File: config.mk
export PLATFORM = sky130hd
export DESIGN_NAME = route_comp_buf_flat
export DESIGN_NICKNAME = d
export VERILOG_FILES = /design/src/rtl/route_comp_buf_if.sv /design/src/rtl/route_comp_buf.sv /design/src/flat_wrapper.sv
export SDC_FILE = /design/constraint.sdc
export NUM_CORES = 1
export LEC_CHECK = 0
export ABC_AREA = 0
export CAP_MARGIN = 20
export CORE_UTILIZATION = 38
export CTS_BUF_LIST = sky130_fd_sc_hd__clkbuf_8
export CTS_CLUSTER_DIAMETER = 100
export DETAILED_ROUTE_END_ITERATION = 12
export GPL_TIMING_DRIVEN = 0
export SLEW_MARGIN = 25
export SYNTH_ARGS = -nofsm -noshare
export SYNTH_HDL_FRONTEND = slang
export SYNTH_SLANG_ARGS = --single-unit
File: constraint.sdc
create_clock -name clk -period 4.85 [get_ports clk]
set_clock_uncertainty 0.2 [all_clocks]
set_input_delay 1.2125 -clock clk [delete_from_list [all_inputs] [get_ports clk]]
set_output_delay 1.2125 -clock clk [all_outputs]
set_load 0.05 [all_outputs]
File: src/rtl/route_comp_buf_if.sv
// rtl/route_comp_buf_if.sv - flit input and routed-head output handshake bundle
interface route_comp_buf_if #(
  parameter int COORD_W   = 3,
  parameter int PAYLOAD_W = 32,
  parameter int NUM_PORT  = 5
) ();
  logic                 in_valid;
  logic                 in_ready;
  logic [COORD_W-1:0]   in_dst_x;
  logic [COORD_W-1:0]   in_dst_y;
  logic [PAYLOAD_W-1:0] in_payload;
  logic                 out_valid;
  logic                 out_ready;
  logic [NUM_PORT-1:0]  out_prod_vec;
  logic [PAYLOAD_W-1:0] out_payload;

  modport master (
    output in_valid, in_dst_x, in_dst_y, in_payload, out_ready,
    input  in_ready, out_valid, out_prod_vec, out_payload
  );

  modport slave (
    input  in_valid, in_dst_x, in_dst_y, in_payload, out_ready,
    output in_ready, out_valid, out_prod_vec, out_payload
  );
endinterface

File: src/rtl/route_comp_buf.sv
// rtl/route_comp_buf.sv - registered route computation stage with output FIFO
// Define ROUTE_STATS_EN to add per-direction route counters (stat_clr/stat_cnt).
module route_comp_buf #(
  parameter int COORD_W   = 3,
  parameter int PAYLOAD_W = 32,
  parameter int DEPTH     = 2,
  parameter int NUM_PORT  = 5
) (
  input  logic                    clk,
  input  logic                    reset,
  input  logic [COORD_W-1:0]      cur_x,
  input  logic [COORD_W-1:0]      cur_y,
  input  logic                    mode,
`ifdef ROUTE_STATS_EN
  input  logic                    stat_clr,
  output logic [NUM_PORT*16-1:0]  stat_cnt,
`endif
  route_comp_buf_if.slave         bus
);
  localparam int AW = (DEPTH > 1) ? $clog2(DEPTH) : 1;
  localparam int CW = AW + 1;

  logic [NUM_PORT-1:0]  vec_q [DEPTH];
  logic [NUM_PORT-1:0]  vec_d [DEPTH];
  logic [PAYLOAD_W-1:0] pay_q [DEPTH];
  logic [PAYLOAD_W-1:0] pay_d [DEPTH];
  logic [AW-1:0]        wr_ptr_q, wr_ptr_d;
  logic [AW-1:0]        rd_ptr_q, rd_ptr_d;
  logic [CW-1:0]        count_q, count_d;

  logic [COORD_W:0]     delta_x, delta_y;
  logic                 done_x, done_y;
  logic [NUM_PORT-1:0]  route_vec;
  logic                 push, pop;

  // Zero-extended subtraction: the MSB of the result is the direction sign.
  always_comb begin
    delta_x   = {1'b0, bus.in_dst_x} - {1'b0, cur_x};
    delta_y   = {1'b0, bus.in_dst_y} - {1'b0, cur_y};
    done_x    = (delta_x == '0);
    done_y    = (delta_y == '0);
    route_vec = '0;
    route_vec[0] = !done_x && !delta_x[COORD_W];
    route_vec[1] = !done_x &&  delta_x[COORD_W];
    if (mode || done_x) begin
      route_vec[2] = !done_y && !delta_y[COORD_W];
      route_vec[3] = !done_y &&  delta_y[COORD_W];
    end
    route_vec[4] = done_x && done_y;
  end

  assign bus.in_ready     = (count_q < CW'(DEPTH)) && !reset;
  assign bus.out_valid    = (count_q != '0);
  assign bus.out_prod_vec = vec_q[rd_ptr_q];
  assign bus.out_payload  = pay_q[rd_ptr_q];
  assign push             = bus.in_valid && bus.in_ready;
  assign pop              = bus.out_valid && bus.out_ready;

  always_comb begin
    vec_d    = vec_q;
    pay_d    = pay_q;
    wr_ptr_d = wr_ptr_q;
    rd_ptr_d = rd_ptr_q;
    count_d  = count_q + CW'(push) - CW'(pop);
    if (push) begin
      vec_d[wr_ptr_q] = route_vec;
      pay_d[wr_ptr_q] = bus.in_payload;
      wr_ptr_d        = wr_ptr_q + 1'b1;
    end
    if (pop) begin
      rd_ptr_d = rd_ptr_q + 1'b1;
    end
  end

  always_ff @(posedge clk) begin
    if (reset) begin
      wr_ptr_q <= '0;
      rd_ptr_q <= '0;
      count_q  <= '0;
      for (int i = 0; i < DEPTH; i++) begin
        vec_q[i] <= '0;
        pay_q[i] <= '0;
      end
    end else begin
      wr_ptr_q <= wr_ptr_d;
      rd_ptr_q <= rd_ptr_d;
      count_q  <= count_d;
      vec_q    <= vec_d;
      pay_q    <= pay_d;
    end
  end

`ifdef ROUTE_STATS_EN
  logic [15:0] cnt_q [NUM_PORT];
  logic [15:0] cnt_d [NUM_PORT];

  // Clear beats a concurrent accept; counters stick at all-ones.
  always_comb begin
    for (int i = 0; i < NUM_PORT; i++) begin
      cnt_d[i] = cnt_q[i];
      if (stat_clr) begin
        cnt_d[i] = '0;
      end else if (push && route_vec[i] && (cnt_q[i] != 16'hFFFF)) begin
        cnt_d[i] = cnt_q[i] + 16'd1;
      end
    end
  end

  always_ff @(posedge clk) begin
    if (reset) begin
      for (int i = 0; i < NUM_PORT; i++) begin
        cnt_q[i] <= '0;
      end
    end else begin
      cnt_q <= cnt_d;
    end
  end

  for (genvar g = 0; g < NUM_PORT; g++) begin : g_stat
    assign stat_cnt[16*g +: 16] = cnt_q[g];
  end
`endif
endmodule

File: src/flat_wrapper.sv
// flat-port wrapper written by rule: the top's interface ports become plain ports
module route_comp_buf_flat 
#(
  parameter int COORD_W   = 3,
  parameter int PAYLOAD_W = 32,
  parameter int DEPTH     = 2,
  parameter int NUM_PORT  = 5
)
  (clk, reset, cur_x, cur_y, mode, bus_in_valid, bus_in_dst_x, bus_in_dst_y, bus_in_payload, bus_out_ready, bus_in_ready, bus_out_valid, bus_out_prod_vec, bus_out_payload);
  route_comp_buf_if #(.COORD_W(COORD_W), .PAYLOAD_W(PAYLOAD_W), .NUM_PORT(NUM_PORT)) bus_i ();
  input  logic clk;
  input  logic reset;
  input  logic [COORD_W-1:0] cur_x;
  input  logic [COORD_W-1:0] cur_y;
  input  logic mode;
  input wire logic [$bits(bus_i.in_valid)-1:0] bus_in_valid;
  input wire logic [$bits(bus_i.in_dst_x)-1:0] bus_in_dst_x;
  input wire logic [$bits(bus_i.in_dst_y)-1:0] bus_in_dst_y;
  input wire logic [$bits(bus_i.in_payload)-1:0] bus_in_payload;
  input wire logic [$bits(bus_i.out_ready)-1:0] bus_out_ready;
  output wire logic [$bits(bus_i.in_ready)-1:0] bus_in_ready;
  output wire logic [$bits(bus_i.out_valid)-1:0] bus_out_valid;
  output wire logic [$bits(bus_i.out_prod_vec)-1:0] bus_out_prod_vec;
  output wire logic [$bits(bus_i.out_payload)-1:0] bus_out_payload;
  assign bus_i.in_valid = bus_in_valid;
  assign bus_i.in_dst_x = bus_in_dst_x;
  assign bus_i.in_dst_y = bus_in_dst_y;
  assign bus_i.in_payload = bus_in_payload;
  assign bus_i.out_ready = bus_out_ready;
  assign bus_in_ready = bus_i.in_ready;
  assign bus_out_valid = bus_i.out_valid;
  assign bus_out_prod_vec = bus_i.out_prod_vec;
  assign bus_out_payload = bus_i.out_payload;
  route_comp_buf #(.COORD_W(COORD_W), .PAYLOAD_W(PAYLOAD_W), .DEPTH(DEPTH), .NUM_PORT(NUM_PORT)) u_core (.clk(clk), .reset(reset), .cur_x(cur_x), .cur_y(cur_y), .mode(mode), .bus(bus_i));
endmodule
==> impl_metrics.py <==
metrics = {
    "routing": {
        "dr.pass1.iters": 8,
        "drc": 7,
        "drt_first_iter_violations": 114,
        "postRouteWirelength_mm": 8.840,
        "post_drt_via_cell_ratio": 4.944,
        "ant_nets": 0,
        "num_vias": 3075,
        "detail_route.wl_per_cell_um": 14.21,
    },
    "timing": {
        "worst_hold_slack_across_all_endpoints_ns": 0.2533,
        "unrepaired_setup_endpoints_after_global_routing": "no",
        "achievable-frequency_ghz": 0.2502,
        "finalCritPeriodShare": 0.8242,
        "finalSetupViolCount": 0,
        "fin_tns_setup_ns": 0,
        "timing.final.max_slew_violations": 0,
        "timing.slew.headroom": 0.5508,
        "period_needed_ns": 3.997,
        "report.final.hold_viol_count": 0,
        "worst_slew_pin_slew_ns": 0.6738,
    },
    "logic_synthesis": {
        "synthesis.nets": 470,
        "syn-cell-area_mm2": 0.003537,
        "postSynthAreaPerCell_um2": 8.585,
        "syn-instance-count": 412,
        "postSynthRegisterBits": 78,
        "seq_area_frac_synth": 0.4415,
        "ys.warnings.count": 0,
        "ys_types": 30,
    },
    "worst_hold_path": {
        "hold_path_class": "reg2reg",
        "min_from": "u_core.pay_q[63]",
    },
    "clock_tree": {
        "tritoncts": "done",
        "h-tree-depth": 3,
        "post_cts_resized": 0,
        "ctsRootBufferMaster": "clkbuf_8",
        "cts_buf_count": 9,
        "holdBufCountCts": 0,
        "cts.sink_count": 78,
        "cts_post_setup_buffers_inserted": 0,
        "clkSlewWorstSetupHoldPaths_ns": 0.07,
        "clock_latency_ns": 0.33,
        "buffer_levels_on_the_longest_clock_path": 2,
    },
    "global_route": {
        "vias_in_the_first_global_route": 3037,
        "global_route.usage.total": 0.1924,
        "initial_antenna_violation_count": 0,
        "largest_net_degree_at_the_start_of_global_routing": 13,
        "grt_first_pass_wirelength_mm": 14.70,
        "grt_overflow_total": 0,
    },
    "final_layout": {
        "drive_gt1_frac": 0.1342,
        "antennaDiodeCount": 0,
        "layout.filler_cells": 871,
        "multiInputGateArea_mm2": 0.001798,
        "utilization": 0.5349,
        "synthToLayoutAreaGrowth_pct": 33.82,
        "nNetsFinal": 567,
        "combined_flip_flop_and_latch_cell_area_mm2": 0.001562,
    },
    "setup_path": {
        "worstPathCellList": "buf_6 -> clkbuf_1 -> nor2_1 -> clkdlybuf4s50_1",
        "critPathLaunchType": "input port",
        "ff2ff_setup_slack_ns": 2.81,
        "startpoint": "reset",
        "critical_path.max_stage_delay_ns": 0.83,
        "crit_end": "bus_in_ready",
        "worst-endpoint-arrival_ns": 2.58,
        "r2r_cells": 8,
        "crit-reg2reg-capture": "u_core.count_q[1]",
        "timing_worst_setup_path_type": "in2out",
        "kind_of_end_point_of_the_critical_path": "output pin",
        "worstPathRequired_ns": 3.44,
        "worst_path_max_delay_cell": "clkdlybuf4s50_1",
        "path_max_fanout": 10,
        "crit-reg2reg-launch": "u_core.count_q[1]",
    },
    "place": {
        "port_buffers": 86,
        "globalplace.congestion": 0.7775,
        "dp_hpwl_mm": 6.287,
    },
    "outcome": {
        "run_status": "complete, but fails checks",
        "failing_checks": "DRC",
    },
    "die": {
        "count_of_pins_on_the_block_boundary": 88,
        "dieArea_mm2": 0.009698,
        "die-height_um": 98.48,
        "floorplan.rows": 34,
        "chipWidth_um": 98.48,
        "floorplan.initialDensity": 0.3997,
        "core_area_mm2": 0.008848,
    },
    "power_and_ir_drop": {
        "worst_ir_drop_vdd_mv": 0.2270,
        "power.density_cell_area_mw_per_mm2": 397.3,
        "leakage_nw": 1.948,
    },
    "run": {
        "maxCapViolCount": 0,
    },
}
==> logic make-up (layout without fill, tap and decap cells) <==
| family | after synthesis | count (layout) | share of synthesized area |
|---|---|---|---|
| adder cells (fa/ha/maj) | 9 | 9 | 0.03396 |
| AO/OA/AOI/OAI | 48 | 48 | 0.07287 |
| buffers and inverters | 39 | 141 | 0.05023 |
| flip-flops | 78 | 78 | 0.4415 |
| XOR/XNOR | 6 | 6 | 0.01486 |
| multiplexers | 38 | 38 | 0.1210 |
| AND/OR/NAND/NOR | 194 | 194 | 0.2657 |
==> per-stage QoR <==
stage | instance area, um2 | setup WS, ns | total power, mW | std cells
final | 4733 | 0.8529 | 1.881 | 622
after CTS | 4733 | 0.8470 | 1.902 | 622
after floorplan | 3537 | 1.260 | 1.200 | 412
after global routing | 4733 | 0.7463 | 1.981 | 622
after global placement | 4533 | 0.8297 | 1.406 | 606
after detailed placement | 4533 | 0.8591 | 1.413 | 606
==> worst max-delay path, delay by kind of cell <==
family	cells	cell delay, ns
buffers and inverters	3	1.18
AND/OR/NAND/NOR	1	0.19
==> layer usage <==
metal	GRT usage	routed length [um]
met1	0.2614	4305
met3	0.03121	394
met2	0.3066	4006
met5	0	0
met4	0.07577	134
==> sequential cells by signal, indices dropped and copies added, names as in the netlist <==
signal and cells:
u_core.vec_q 10, u_core.rd_ptr_q 1, u_core.wr_ptr_q 1, u_core.pay_q 64
u_core.count_q 2
==> area by class of cell <==
type,count,share of cell area
clock buffer,11,0.03199
sequential,78,0.3299
buffer,30,0.03040
clock inverter,5,0.01031
multi-input combinational,295,0.3799
timing repair buffer,86,0.1819
tap,108,0.02855
inverter,9,0.007137
==> where the power goes <==
group	leakage, nW	switching [mW]	total [mW]	internal [mW]
logic	1.20	0.384	0.646	0.262
clock network	0.110	0.223	0.485	0.262
registers	0.635	0.0393	0.750	0.710
==> cells in the mapped netlist, drive strengths merged <==
master / count / area share
dfxtp: 78 / 0.44
mux2: 38 / 0.12
or3: 1 / 0.0018
nand2b: 1 / 0.0018
nand4bb: 1 / 0.0032
o21a: 1 / 0.0021
xnor2: 5 / 0.012
ha: 8 / 0.028
a211oi: 1 / 0.0021
or2: 1 / 0.0018
inv: 9 / 0.0096
o22ai: 1 / 0.0018
nand2: 133 / 0.14
o31ai: 3 / 0.0064
nand3b: 42 / 0.089
nor2b: 7 / 0.012
nor2: 4 / 0.0042
clkbuf: 16 / 0.017
fa: 1 / 0.0057
nor3b: 1 / 0.0053
o21ai: 5 / 0.0071
o21bai: 1 / 0.0021
and2: 2 / 0.0035
buf: 14 / 0.024
xor2: 1 / 0.0025
nand3: 1 / 0.0014
a21oi: 35 / 0.050
a31oi: 1 / 0.0018
==> cells in the final DEF (no fill, tap or decap), types with 10 or more instances in the layout <==
master             n
nand2_1          133
clkdlybuf4s50_1   86
dfxtp_1           78
nand3b_1          42
mux2_2            38
a21oi_1           35
clkbuf_1          16
clkbuf_8          11
inv_1             10
buf_2             10
==> worst min-delay path by stage <==
| stage | endpoint | slack, ns | cells past startpoint |
|---|---|---|---|
| final | u_core.pay_q[63] | 0.25 | 2 |
| after global routing | u_core.pay_q[40] | 0.28 | 2 |
| after CTS | u_core.pay_q[56] | 0.26 | 2 |
| after detailed placement | u_core.pay_q[56] | 0.24 | 2 |
| after global placement | u_core.pay_q[61] | 0.24 | 2 |
| after floorplan | u_core.pay_q[32] | 0.23 | 2 |
(Power assumes the default switching activity.)
